## config.mk

```make
export PLATFORM = sky130hd
export DESIGN_NAME = alu_cmd_loader
export DESIGN_NICKNAME = d
export VERILOG_FILES = /design/src/rtl/alu_cmd_loader.sv
export SDC_FILE = /design/constraint.sdc
export NUM_CORES = 1
export LEC_CHECK = 0
export CAP_MARGIN = 10
export CORE_MARGIN = 8
export CORE_UTILIZATION = 40
export DETAILED_ROUTE_END_ITERATION = 12
export HOLD_SLACK_MARGIN = 0.08
export PLACE_DENSITY = 0.61
export SLEW_MARGIN = 20
export SYNTH_ARGS = -nofsm -noshare
export SYNTH_HDL_FRONTEND = slang
export SYNTH_SLANG_ARGS = --single-unit
```

## constraint.sdc

```tcl
create_clock -name clk -period 2.3 [get_ports clk]
set_input_delay 0.345 -clock clk [delete_from_list [all_inputs] [get_ports clk]]
set_output_delay 0.345 -clock clk [all_outputs]
set_load 0.05 [all_outputs]
```

## src/rtl/alu_cmd_loader.sv

```systemverilog
// alu_cmd_loader: bit-serial command assembler feeding the two-operand ALU.
// One output slot plus one hold slot decouple serial loading from consumer stalls.
module alu_cmd_loader #(
  parameter  int WIDTH = 6,
  parameter  int SEL_W = 2,
  localparam int FRAME = 2*WIDTH + SEL_W
) (
  input  logic             clk,
  input  logic             rst_n,
  input  logic             ser_in,
  input  logic             ser_valid,
  output logic             ser_ready,
  input  logic             abort,
  output logic [WIDTH-1:0] A,
  output logic [WIDTH-1:0] B,
  output logic [SEL_W-1:0] Select,
  output logic             cmd_valid,
  input  logic             cmd_ready,
  output logic [7:0]       frame_cnt
);

  localparam int CNT_W = $clog2(FRAME);

  localparam logic [1:0] S_EMPTY = 2'd0;
  localparam logic [1:0] S_ONE   = 2'd1;
  localparam logic [1:0] S_FULL  = 2'd2;

  logic [1:0]       state_q, state_d;
  logic [FRAME-1:0] shift_q, shift_d;
  logic [CNT_W-1:0] bit_cnt_q, bit_cnt_d;
  logic [FRAME-1:0] hold_q, hold_d;
  logic [FRAME-1:0] out_q, out_d;
  logic [7:0]       fcnt_q, fcnt_d;

  logic             accept;
  logic             last;
  logic             drain;
  logic [FRAME-1:0] frame_w;

  assign ser_ready = (state_q != S_FULL);
  assign cmd_valid = (state_q != S_EMPTY);
  assign A         = out_q[WIDTH-1:0];
  assign B         = out_q[2*WIDTH-1:WIDTH];
  assign Select    = out_q[FRAME-1:2*WIDTH];
  assign frame_cnt = fcnt_q;

  // abort wins over a coincident bit, so the bit never reaches the frame
  assign accept  = ser_valid && ser_ready && !abort;
  assign last    = accept && (bit_cnt_q == CNT_W'(FRAME-1));
  assign drain   = cmd_valid && cmd_ready;
  assign frame_w = {ser_in, shift_q[FRAME-1:1]};

  always_comb begin
    shift_d   = shift_q;
    bit_cnt_d = bit_cnt_q;
    if (abort) begin
      shift_d   = '0;
      bit_cnt_d = '0;
    end else if (accept) begin
      shift_d   = frame_w;
      bit_cnt_d = last ? '0 : bit_cnt_q + 1'b1;
    end
  end

  always_comb begin
    state_d = state_q;
    out_d   = out_q;
    hold_d  = hold_q;
    fcnt_d  = drain ? fcnt_q + 8'd1 : fcnt_q;
    unique case (1'b1)
      (state_q == S_EMPTY): begin
        if (last) begin
          out_d   = frame_w;
          state_d = S_ONE;
        end
      end
      (state_q == S_ONE): begin
        if (last && !drain) begin
          hold_d  = frame_w;
          state_d = S_FULL;
        end else if (last && drain) begin
          out_d   = frame_w;
        end else if (drain) begin
          state_d = S_EMPTY;
        end
      end
      (state_q == S_FULL): begin
        if (drain) begin
          out_d   = hold_q;
          state_d = S_ONE;
        end
      end
      default: state_d = S_EMPTY;
    endcase
  end

  always_ff @(posedge clk or negedge rst_n) begin
    if (!rst_n) begin
      state_q   <= S_EMPTY;
      shift_q   <= '0;
      bit_cnt_q <= '0;
      hold_q    <= '0;
      out_q     <= '0;
      fcnt_q    <= '0;
    end else begin
      state_q   <= state_d;
      shift_q   <= shift_d;
      bit_cnt_q <= bit_cnt_d;
      hold_q    <= hold_d;
      out_q     <= out_d;
      fcnt_q    <= fcnt_d;
    end
  end

endmodule

```

==> Flow_metrics.wiki, run 1 <==
{| class="wikitable"
! Metric !! Value
|-
| FMAX || 457 MHz
|-
| Relative slew slack || 39.1%
|-
| Cell with the most instances after synthesis || sky130_fd_sc_hd__dfrtp_1
|-
| Deepest level of the CTS H-tree || 2
|-
| Synthesis-stage register bit count || 55
|-
| Synth cell count leaders || sky130_fd_sc_hd__dfrtp_1, sky130_fd_sc_hd__o21ai_0, sky130_fd_sc_hd__mux2i_1
|-
| Via count of the first global-routing pass || 1,648
|-
| Number of warnings reported in the yosys synthesis log || 0
|-
| Number of nets at the end of the flow || 232
|-
| VDD IR max || 436 uV
|-
| Synthesized net count || 198
|-
| Setup TNS || 0 ns
|-
| Clock transition at the registers of the reported paths || 0.10 ns
|-
| Class of the worst hold path || flip-flop to flip-flop
|-
| Cells on Worst Hold Path || 1
|-
| Power density normalized to cell area || 583 mW/mm^2
|-
| DRC viols || 0
|-
| Destination of the worst hold path || frame_cnt[7]
|-
| Number of buffers between clock root and the deepest sink || 2
|-
| Number of fill cells || 555
|-
| Final max-slew violation count || 0
|-
| Number of placement rows || 28
|-
| CTS buffer count || 5
|-
| DRT antenna net count || 0
|-
| Die height || 94.0 um
|-
| Via density per instance || 5.19
|-
| Final Skew || 0.00644 ns
|-
| Worst-path cell chain || or2_2, clkdlybuf4s50_1
|-
| Top FF cell, synth || sky130_fd_sc_hd__dfrtp_1
|-
| First-pass iteration count of the detailed router || 4
|-
| Async set-or-reset flop fraction in the synthesized netlist || 100%
|-
| DP Area || 0.00280 mm^2
|-
| Top post-synthesis cells by area || sky130_fd_sc_hd__dfrtp_1, sky130_fd_sc_hd__o21ai_0, sky130_fd_sc_hd__mux2_4
|-
| Mean post-synth cell area || 12.9 um^2
|-
| Biggest area consumer among synthesized cells || sky130_fd_sc_hd__dfrtp_1
|-
| Die Outline Area || 0.00884 mm^2
|-
| Clock insertion delay at the later pin of the skew report || 0.30 ns
|-
| Setup repair after global routing missed its margin || false
|-
| Post-synth top area share || 56.5%
|-
| Endpoint of the worst register-to-register path || bit_cnt_q[2]
|-
| Post-route clock period utilization || 95.1%
|-
| Endpoint class of the critical path || output pin
|-
| Cts repair resizes || 0
|-
| Critical path's largest stage delay || 0.71 ns
|-
| Largest net degree at the start of global routing || 25
|-
| Slowest stage cell, crit path || sky130_fd_sc_hd__clkdlybuf4s50_1
|-
| Initial antenna violation count || 0
|-
| Time the final worst path needs with I/O delays and setup || 2.19 ns
|-
| Library cell used as clock root buffer || sky130_fd_sc_hd__clkbuf_8
|-
| Std-Cell Core Area || 0.00592 mm^2
|-
| Routability-driven placement congestion ratio || 0.678
|-
| Critical Path Start Type || flip-flop
|-
| Actual slew at the worst max-slew pin || 0.910 ns
|-
| Final setup violation count || 0
|-
| Worst Hold Launch || frame_cnt[7]
|-
| Setup repair bufs after CTS || 0
|-
| Placed wire-length estimate after detailed placement || 3.16 mm
|-
| Global router's overall resource usage || 11.1%
|-
| Part of the Yosys area used for sequential elements || 56.5%
|-
| Effective utilization at floorplan || 41.1%
|-
| Area overhead of the layout relative to synthesis || 19.0%
|-
| Number of hold violations in the final report || 0
|-
| Outcome || complete, no violations
|-
| Number of clock sinks seen by CTS || 55
|-
| WHS || 0.480 ns
|-
| Lkg Pwr || 1.26 nW
|-
| Die width || 94.0 um
|-
| Layout cells sized above 1 || 17.4%
|-
| Vias || 1,553
|-
| Sum of overflow across all layers after global routing || 0
|-
| Total Wirelength || 4.63 mm
|-
| Initial drt markers || 61
|-
| CTS tree || done
|-
| Ports placed on the boundary || 30
|-
| Post-route cell area || 0.00290 mm^2
|-
| Antenna Cells || 0
|-
| Reg2reg setup slack || 0.37 ns
|-
| Largest fanout of any net on the critical path || 9
|-
| Max-cap violations || 0
|-
| Number of enable flip-flop cells after synthesis || 0
|-
| Data arrival at the endpoint of the critical path || 1.84 ns
|-
| Depth of the worst register-to-register path || 5
|-
| First-pass GRT wire length || 7.81 mm
|-
| Routed wire length per instance || 15.5 um
|-
| Worst flop-to-flop path startpoint || state_q[1]
|-
| Netlist area before placement || 0.00244 mm^2
|-
| Synthesized netlist cell count || 189
|-
| Number of buffers inserted by port buffering || 29
|-
| Number of distinct library cells after synthesis || 37
|-
| Critical setup path kind || flip-flop to output pin
|-
| Required time of the worst setup path || 1.96 ns
|}
kinds of logic after synthesis:
group,count (synthesis),share of synthesized area (%)
DFF,55,56.5
xor gates and xnor gates,7,2.52
adders and majority gates,4,2.00
muxes,29,14.2
AOI/OAI and AO/OA,54,13.7
and+or+nand+nor,28,7.50
buffers and inverters,12,3.54
area by class of cell:
cell class | count | area, um^2 | area share, %
Clock buffer | 5 | 68.8 | 2.37
Multi-Input combinational cell | 122 | 973 | 33.6
Inverter | 3 | 16.3 | 0.561
Timing Repair Buffer | 36 | 350 | 12.1
Sequential cell | 55 | 1380 | 47.5
Tap cell | 75 | 93.8 | 3.24
Clock inverter | 3 | 18.8 | 0.648
worst max-delay path by stage:
stage / startpoint / to / slack [ns]
6_report: state_q[1] / cmd_valid / 0.11
5_1_grt: state_q[1] / cmd_valid / 0.06
4_1_cts: state_q[1] / cmd_valid / 0.1
3_5_place_dp: abort / bit_cnt_q[2] / 0.20
3_3_place_gp: abort / hold_q[0] / 0.24
2_1_floorplan: state_q[1] / hold_q[10] / 0.46
critical path, delay by kind of cell (launching register included):
kind	cells	cell delay, ns
AND/OR/NAND/NOR	1	0.34
flip-flops	1	0.49
buffers and inverters	1	0.71
state kept, by name, indices dropped and copies added (netlist names):
register	cells
bit_cnt_q	4
hold_q	14
out_q	14
frame_cnt	8
shift_q	13
state_q	2
through the flow:
stage                     utilization, %  total power, mW  setup slack [ns]  std cells
final                               48.9             1.69             0.113        299
after global routing                48.9             1.76            0.0572        299
after CTS                           48.9             1.72            0.0983        299
after detailed placement            47.3             1.18             0.203        290
after global placement              47.3             1.18             0.237        290
after floorplan                        -             1.11             0.461        189
placed cells by master (no fill, tap or decap), types with 2 or more instances in the layout:
cell,netlist,routed
sky130_fd_sc_hd__a22o_1,13,13
sky130_fd_sc_hd__or2_2,2,2
sky130_fd_sc_hd__nor2_1,2,2
sky130_fd_sc_hd__dfrtp_1,55,55
sky130_fd_sc_hd__buf_4,0,6
sky130_fd_sc_hd__clkdlybuf4s50_1,0,27
sky130_fd_sc_hd__mux2_2,5,5
sky130_fd_sc_hd__clkinv_2,0,2
sky130_fd_sc_hd__o21ai_0,33,33
sky130_fd_sc_hd__a21oi_1,4,4
sky130_fd_sc_hd__mux2_4,10,10
sky130_fd_sc_hd__mux2i_1,14,14
sky130_fd_sc_hd__nand2_1,8,8
sky130_fd_sc_hd__ha_1,3,3
sky130_fd_sc_hd__nand4_1,3,3
sky130_fd_sc_hd__xnor2_1,5,5
sky130_fd_sc_hd__clkbuf_8,0,5
sky130_fd_sc_hd__inv_1,2,2
sky130_fd_sc_hd__or3_1,2,2
sky130_fd_sc_hd__xor2_1,2,2
metal layers:
layer | vias to the layer above | track usage (%) | wire, um
li1 | 752 | - | -
met1 | 762 | 14.2 | 2300
met2 | 37 | 18.1 | 2060
met3 | 2 | 3.12 | 250
met5 | - | 0 | 0
met4 | 0 | 2.77 | 19
report_power, final:
group	internal (mW)	switching, mW
registers	0.985	0.0235
logic	0.0516	0.101
clock network	0.215	0.312
timing repair:
item / 4_1_cts / 5_1_grt
setup endpoints to repair: 0 / 0
hold buffers: 1 / 0
endpoints found under the hold margin: 22 / 0
No activity file was read; power rests on OpenSTA's default activity.
==> run 2: changes to the inputs <==
PLACE_DENSITY = 0.7   (was 0.61)
==> Flow_metrics.wiki, run 2 (synthesis gave the netlist of run 1 again) <==
{| class="wikitable"
! Metric !! Value
|-
| Outcome || complete, no violations
|-
| Post-route cell area || 0.00290 mm^2 (unchanged)
|-
| End-of-flow core utilization || 48.9% (unchanged)
|-
| Detailed-routed wire length on met2 || 2.14 mm (+4.3%)
|-
| Number of buffers inserted by port buffering || 29 (unchanged)
|-
| Antenna Cells || 0 (unchanged)
|-
| Top routing layer in use || met4
|-
| Class of the worst hold path || flip-flop to flip-flop
|-
| Die width || 94.0 um (unchanged)
|-
| Vias || 1,593 (+2.6%)
|-
| Clock insertion delay at the later pin of the skew report || 0.30 ns (about the same)
|-
| Placement Setup Slack || 0.254 ns (+0.0513 ns)
|-
| DP Area || 0.00280 mm^2 (about the same)
|-
| Ports placed on the boundary || 30 (unchanged)
|-
| Number of nets at the end of the flow || 234 (+0.86%)
|-
| FMAX || 457 MHz (-0.17%)
|-
| Number of placed cells counting well taps || 292 (+0.69%)
|-
| Final Skew || 0.00653 ns (+0.0000887 ns)
|-
| Routed wire length on met3 || 288 um (+15%)
|-
| Final setup violation count || 0 (unchanged)
|-
| Worst Hold Launch || frame_cnt[7]
|-
| Slowest stage cell, crit path || sky130_fd_sc_hd__clkdlybuf4s50_1
|-
| Number of fill cells || 537 (-3.2%)
|-
| Number of buffers between clock root and the deepest sink || 2 (unchanged)
|-
| Die height || 94.0 um (unchanged)
|-
| Multi-input gate area || 973 um^2 (unchanged)
|-
| Required time of the worst setup path || 1.96 ns (about the same)
|-
| Routability-driven placement congestion ratio || 0.720 (+6.3%)
|-
| Setup TNS || 0 ns (unchanged)
|-
| Start point of the critical path || state_q[1]
|-
| Max-cap violations || 0 (unchanged)
|-
| Std-Cell Core Area || 0.00592 mm^2 (unchanged)
|-
| Critical path's largest stage delay || 0.71 ns (about the same)
|-
| Area overhead of the layout relative to synthesis || 19.0% (unchanged)
|-
| Sum of overflow across all layers after global routing || 0 (unchanged)
|-
| Final Total Pwr || 1.68 mW (-0.43%)
|-
| Relative slew slack || 50.7% (+12 points)
|-
| Setup repair after global routing missed its margin || false
|-
| Worst flop-to-flop path startpoint || bit_cnt_q[1]
|-
| Critical setup path kind || flip-flop to output pin
|-
| Most frequent cells in the layout || sky130_fd_sc_hd__dfrtp_1, sky130_fd_sc_hd__o21ai_0, sky130_fd_sc_hd__clkdlybuf4s50_1, sky130_fd_sc_hd__mux2i_1, sky130_fd_sc_hd__a22o_1
|-
| Largest registers ranked by flip-flop count || hold_q: 14 flops, out_q: 14 flops, shift_q: 13 flops
|-
| Worst-path cell chain || or2_2, clkdlybuf4s50_1
|-
| CTS buffer count || 5 (unchanged)
|-
| Layout cells sized above 1 || 17.7% (+0.29 points)
|-
| Critical Path Start Type || flip-flop
|-
| Clock transition at the registers of the reported paths || 0.09 ns (about the same)
|-
| Initial drt markers || 33 (-46%)
|-
| Number of clock sinks seen by CTS || 55 (unchanged)
|-
| VDD IR max || 512 uV (+17%)
|-
| Deepest level of the CTS H-tree || 2 (unchanged)
|-
| Initial antenna violation count || 0 (unchanged)
|-
| Slack of the critical path || 0.110 ns (-0.00379 ns)
|-
| Actual slew at the worst max-slew pin || 0.740 ns (-0.170 ns)
|-
| Final Non-Filler Cells || 301 (+0.67%)
|-
| Library cell used as clock root buffer || sky130_fd_sc_hd__clkbuf_8
|-
| Power density normalized to cell area || 580 mW/mm^2 (-0.43%)
|-
| Via count of the first global-routing pass || 1,715 (+4.1%)
|-
| Setup repair bufs after CTS || 0 (unchanged)
|-
| Number of hold violations in the final report || 0 (unchanged)
|-
| Time the final worst path needs with I/O delays and setup || 2.19 ns (+0.00379 ns)
|-
| First-pass iteration count of the detailed router || 4 (unchanged)
|-
| Total Wirelength || 4.72 mm (+2.0%)
|-
| Lkg Pwr || 1.26 nW (about the same)
|-
| First-pass GRT wire length || 8.14 mm (+4.3%)
|-
| Global router's overall resource usage || 11.6% (+0.50 points)
|-
| Routed wire length per instance || 15.7 um (+1.4%)
|-
| Placed wire-length estimate after detailed placement || 3.28 mm (+3.6%)
|-
| CTS tree || done
|-
| WHS || 0.477 ns (-0.00325 ns)
|-
| Leading cell type in the layout, fill and taps excluded || sky130_fd_sc_hd__dfrtp_1
|-
| Via density per instance || 5.29 (+1.9%)
|-
| DRT antenna net count || 0 (unchanged)
|-
| Effective utilization at floorplan || 41.1% (unchanged)
|-
| Largest fanout of any net on the critical path || 9 (unchanged)
|-
| Largest net degree at the start of global routing || 29 (+16%)
|-
| Metal1 wirelength || 2.22 mm (-3.6%)
|-
| FF+latch area || 0.00138 mm^2 (unchanged)
|-
| Number of placement rows || 28 (unchanged)
|-
| Final max-slew violation count || 0 (unchanged)
|-
| DRC viols || 0 (unchanged)
|-
| Post-route clock period utilization || 95.2% (+0.16 points)
|-
| Die Outline Area || 0.00884 mm^2 (unchanged)
|-
| Endpoint class of the critical path || output pin
|-
| Data arrival at the endpoint of the critical path || 1.85 ns (about the same)
|}
## run 2: report_power, final
group	internal, mW	total, mW	switching (mW)
Clock	0.213	0.515	0.302
Combinational	0.0527	0.155	0.103
Sequential	0.985	1.01	0.0259
## run 2: layout make-up
cell class / instances / share of cell area (%)
Tap cell: 75 / 3.24
Timing Repair Buffer: 38 / 12.2
Sequential cell: 55 / 47.5
Clock buffer: 6 / 2.50
Multi-Input combinational cell: 122 / 33.6
Clock inverter: 2 / 0.432
Inverter: 3 / 0.561
## run 2: layer usage
metal | up-vias | GRT usage (%)
li1 | 756 | -
met1 | 790 | 14.6
met2 | 39 | 18.2
met3 | 8 | 3.76
met4 | 0 | 4.36
met5 | - | 0
## run 2: worst paths after layout
path | endpoint | slack, ns | depth (start not counted)
worst max-delay path | cmd_valid | 0.11 | 2
worst min-delay path | frame_cnt[7] | 0.48 | 1
worst max register to register | hold_q[1] | 0.42 | 7
worst min register to register | frame_cnt[7] | 0.48 | 1
max in group asynchronous | hold_q[2] | 1.05 | 3
min in group asynchronous | out_q[8] | 0.59 | 2
## run 2: timing repair
item / 4_1_cts / 5_1_grt
hold buffers: 1 / 0
hold endpoints to repair: 26 / 0
gates resized for setup: 0 / 0
## run 2: critical path: cells and delay by family, from the launching register on
family / cells / cell delay [ns]
flops: 1 / 0.49
buf+inv: 1 / 0.71
simple gates: 1 / 0.34
==> run 3: changes to the inputs <==
clock period = 2.8 ns   (was 2.3 ns; I/O delays follow)
==> Flow_metrics.wiki, run 3 (synthesis gave the netlist of run 1 again) <==
{| class="wikitable"
! Metric !! Value
|-
| Outcome || complete, no violations
|-
| Time the final worst path needs with I/O delays and setup || 2.29 ns
|-
| Relative slew slack || 50.3% (-0.39 points)
|-
| Hold-fix buffers, CTS || 0 (-1)
|-
| Antenna Cells || 0 (unchanged)
|-
| CTS buffer count || 5 (unchanged)
|-
| Initial antenna violation count || 0 (unchanged)
|-
| DRT antenna net count || 0 (unchanged)
|-
| Combinational fraction of design power || 8.9% (-0.3 points)
|-
| Initial drt markers || 66 (+100%)
|-
| Metal1 wirelength || 2.14 mm (-3.7%)
|-
| Layout cells sized above 1 || 17.0% (-0.66 points)
|-
| Most frequent cells in the layout || sky130_fd_sc_hd__dfrtp_1, sky130_fd_sc_hd__o21ai_0, sky130_fd_sc_hd__clkdlybuf4s50_1, sky130_fd_sc_hd__mux2i_1, sky130_fd_sc_hd__a22o_1
|-
| Std-Cell Core Area || 0.00592 mm^2 (unchanged)
|-
| First-pass iteration count of the detailed router || 4 (unchanged)
|-
| Switching Share || 25.7% (+0.088 points)
|-
| Required time of the worst setup path || 2.38 ns (+0.42 ns)
|-
| Actual slew at the worst max-slew pin || 0.746 ns (+0.00585 ns)
|-
| Total Wirelength || 4.69 mm (-0.76%)
|-
| Setup TNS || 0 ns (unchanged)
|-
| Via count of the first global-routing pass || 1,678 (-2.2%)
|-
| Effective utilization at floorplan || 41.1% (unchanged)
|-
| Lkg Pwr || 1.25 nW (-0.68%)
|-
| Worst flop-to-flop path startpoint || bit_cnt_q[1]
|-
| Detailed-routed wire length on met2 || 2.13 mm (-0.65%)
|-
| Final setup violation count || 0 (unchanged)
|-
| Largest net degree at the start of global routing || 25 (-14%)
|-
| Deepest level of the CTS H-tree || 2 (unchanged)
|-
| Max-cap violations || 0 (unchanged)
|-
| Clock insertion delay at the later pin of the skew report || 0.31 ns (about the same)
|-
| CTS tree || done
|-
| Class of the worst hold path || input pin to async pin
|-
| Post-route clock period utilization || 81.7%
|-
| Number of clock sinks seen by CTS || 55 (unchanged)
|-
| Ports placed on the boundary || 30 (unchanged)
|-
| Cts repair resizes || 0 (unchanged)
|-
| FMAX || 437 MHz
|-
| Via density per instance || 5.28 (-0.20%)
|-
| Slowest stage cell, crit path || sky130_fd_sc_hd__clkdlybuf4s50_1
|-
| Placed wire-length estimate after detailed placement || 3.22 mm (-1.6%)
|-
| Clock transition at the registers of the reported paths || 0.10 ns (about the same)
|-
| Power density normalized to cell area || 491 mW/mm^2 (-15%)
|-
| DRC viols || 0 (unchanged)
|-
| Library cell used as clock root buffer || sky130_fd_sc_hd__clkbuf_8
|-
| Placement Setup Slack || 0.549 ns (+0.295 ns)
|-
| Die width || 94.0 um (unchanged)
|-
| Net Switching || 0.364 mW (-15%)
|-
| Number of buffers between clock root and the deepest sink || 2 (unchanged)
|-
| Setup repair after global routing missed its margin || false
|-
| Worst-path cell chain || nor2b_4, clkinv_4, clkdlybuf4s50_1
|-
| Final Skew || 0.00962 ns (+0.00309 ns)
|-
| Data arrival at the endpoint of the critical path || 1.87 ns (+0.02 ns)
|-
| VDD IR max || 307 uV (-40%)
|-
| Vias || 1,574 (-1.2%)
|-
| Multi-input gate area || 973 um^2 (unchanged)
|-
| Area overhead of the layout relative to synthesis || 18.6%
|-
| Sum of overflow across all layers after global routing || 0 (unchanged)
|-
| Critical setup path kind || flip-flop to output pin
|-
| Internal || 1.05 mW (-16%)
|-
| Number of nets at the end of the flow || 231 (-1.3%)
|-
| Number of hold violations in the final report || 0 (unchanged)
|-
| Largest fanout of any net on the critical path || 9 (unchanged)
|-
| Routed wire length per instance || 15.7 um (+0.24%)
|-
| Routed wire length on met3 || 343 um (+19%)
|-
| Portion of total power attributed to sequential cells || 58.5% (-1.6 points)
|-
| Critical path's largest stage delay || 0.71 ns (about the same)
|-
| Number of placement rows || 28 (unchanged)
|-
| Critical path's top delay family || buffers and inverters
|-
| Number of fill cells || 535 (-0.37%)
|-
| Die Outline Area || 0.00884 mm^2 (unchanged)
|-
| Routability-driven placement congestion ratio || 0.707 (-1.8%)
|-
| First-pass GRT wire length || 8.05 mm (-1.2%)
|-
| Largest registers ranked by flip-flop count || hold_q: 14 flops, out_q: 14 flops, shift_q: 13 flops
|-
| Endpoint class of the critical path || output pin
|-
| CP bufs+invs || 2 (+1)
|-
| Critical Path Start Type || flip-flop
|-
| Die height || 94.0 um (unchanged)
|-
| Number of buffers inserted by port buffering || 29 (unchanged)
|-
| Global router's overall resource usage || 11.4% (-0.22 points)
|-
| Clock share of power || 32.6% (+2.0 points)
|-
| FF+latch area || 0.00138 mm^2 (unchanged)
|-
| Slack of the critical path || 0.513 ns (+0.404 ns)
|-
| Top routing layer in use || met4
|-
| Start point of the critical path || state_q[1]
|-
| Setup repair bufs after CTS || 0 (unchanged)
|-
| Leading cell type in the layout, fill and taps excluded || sky130_fd_sc_hd__dfrtp_1
|-
| Final max-slew violation count || 0 (unchanged)
|}
run 3: cell types whose count changed in the layout (fill, tap and decap cells not counted):
cell,previous run,this run
sky130_fd_sc_hd__buf_4,9,6
sky130_fd_sc_hd__clkbuf_1,1,0
sky130_fd_sc_hd__clkbuf_8,5,6
sky130_fd_sc_hd__clkdlybuf4s50_1,27,28
sky130_fd_sc_hd__clkinv_2,1,0
sky130_fd_sc_hd__clkinv_4,1,2
sky130_fd_sc_hd__dlygate4sd3_1,1,0
run 3: power by group through the flow:
stage / clock network (mW) / registers [mW] / logic (mW)
global route: 0.503 / 0.834 / 0.140
CTS: 0.476 / 0.830 / 0.129
floorplan: 0 / 0.881 / 0.0303
detailed placement: 0 / 0.845 / 0.129
finish: 0.462 / 0.830 / 0.126
global placement: 0 / 0.845 / 0.127
run 3: worst register-to-register path, delay by kind of cell (launching register included):
kind / cells / cell delay [ns]
muxes: 1 / 0.36
buffers and inverters: 2 / 0.35
DFF: 1 / 0.43
adders and majority gates: 1 / 0.15
and+or+nand+nor: 3 / 0.55
run 3: through the flow:
stage               total power, mW  util (%)  cells  cell area, um^2  hold WS, ns
floorplan                     0.911         -    189             2440        0.124
global placement              0.972      47.1    290             2790        0.426
detailed placement            0.974      47.1    290             2790        0.436
CTS                            1.44      48.8    298             2890       0.0916
global route                   1.48      48.8    298             2890        0.117
finish                         1.42      48.8    298             2890       0.0737
run 3: routing by layer:
layer | track usage (%) | vias up
met1 | 14.2 | 775
met3 | 4.08 | 6
met4 | 4.76 | 0
met5 | 0 | -
met2 | 17.5 | 43
li1 | - | 750
run 3: worst paths after layout:
path	to	slack [ns]	cells past startpoint
worst max-delay path	ser_ready	0.51	3
worst min-delay path	out_q[9]	0.07	1
worst max register to register	hold_q[1]	0.84	7
worst min register to register	frame_cnt[7]	0.47	1
max in group asynchronous	out_q[1]	2.09	2
min in group clk	frame_cnt[7]	0.47	1
run 3: cell type report:
cell class / instances / share of cell area (%)
clock inverter: 2 / 0.563
inverter: 3 / 0.563
sequential: 55 / 47.6
clock buffer: 6 / 2.86
tap: 75 / 3.25
multi-input combinational: 122 / 33.7
timing repair buffer: 35 / 11.4
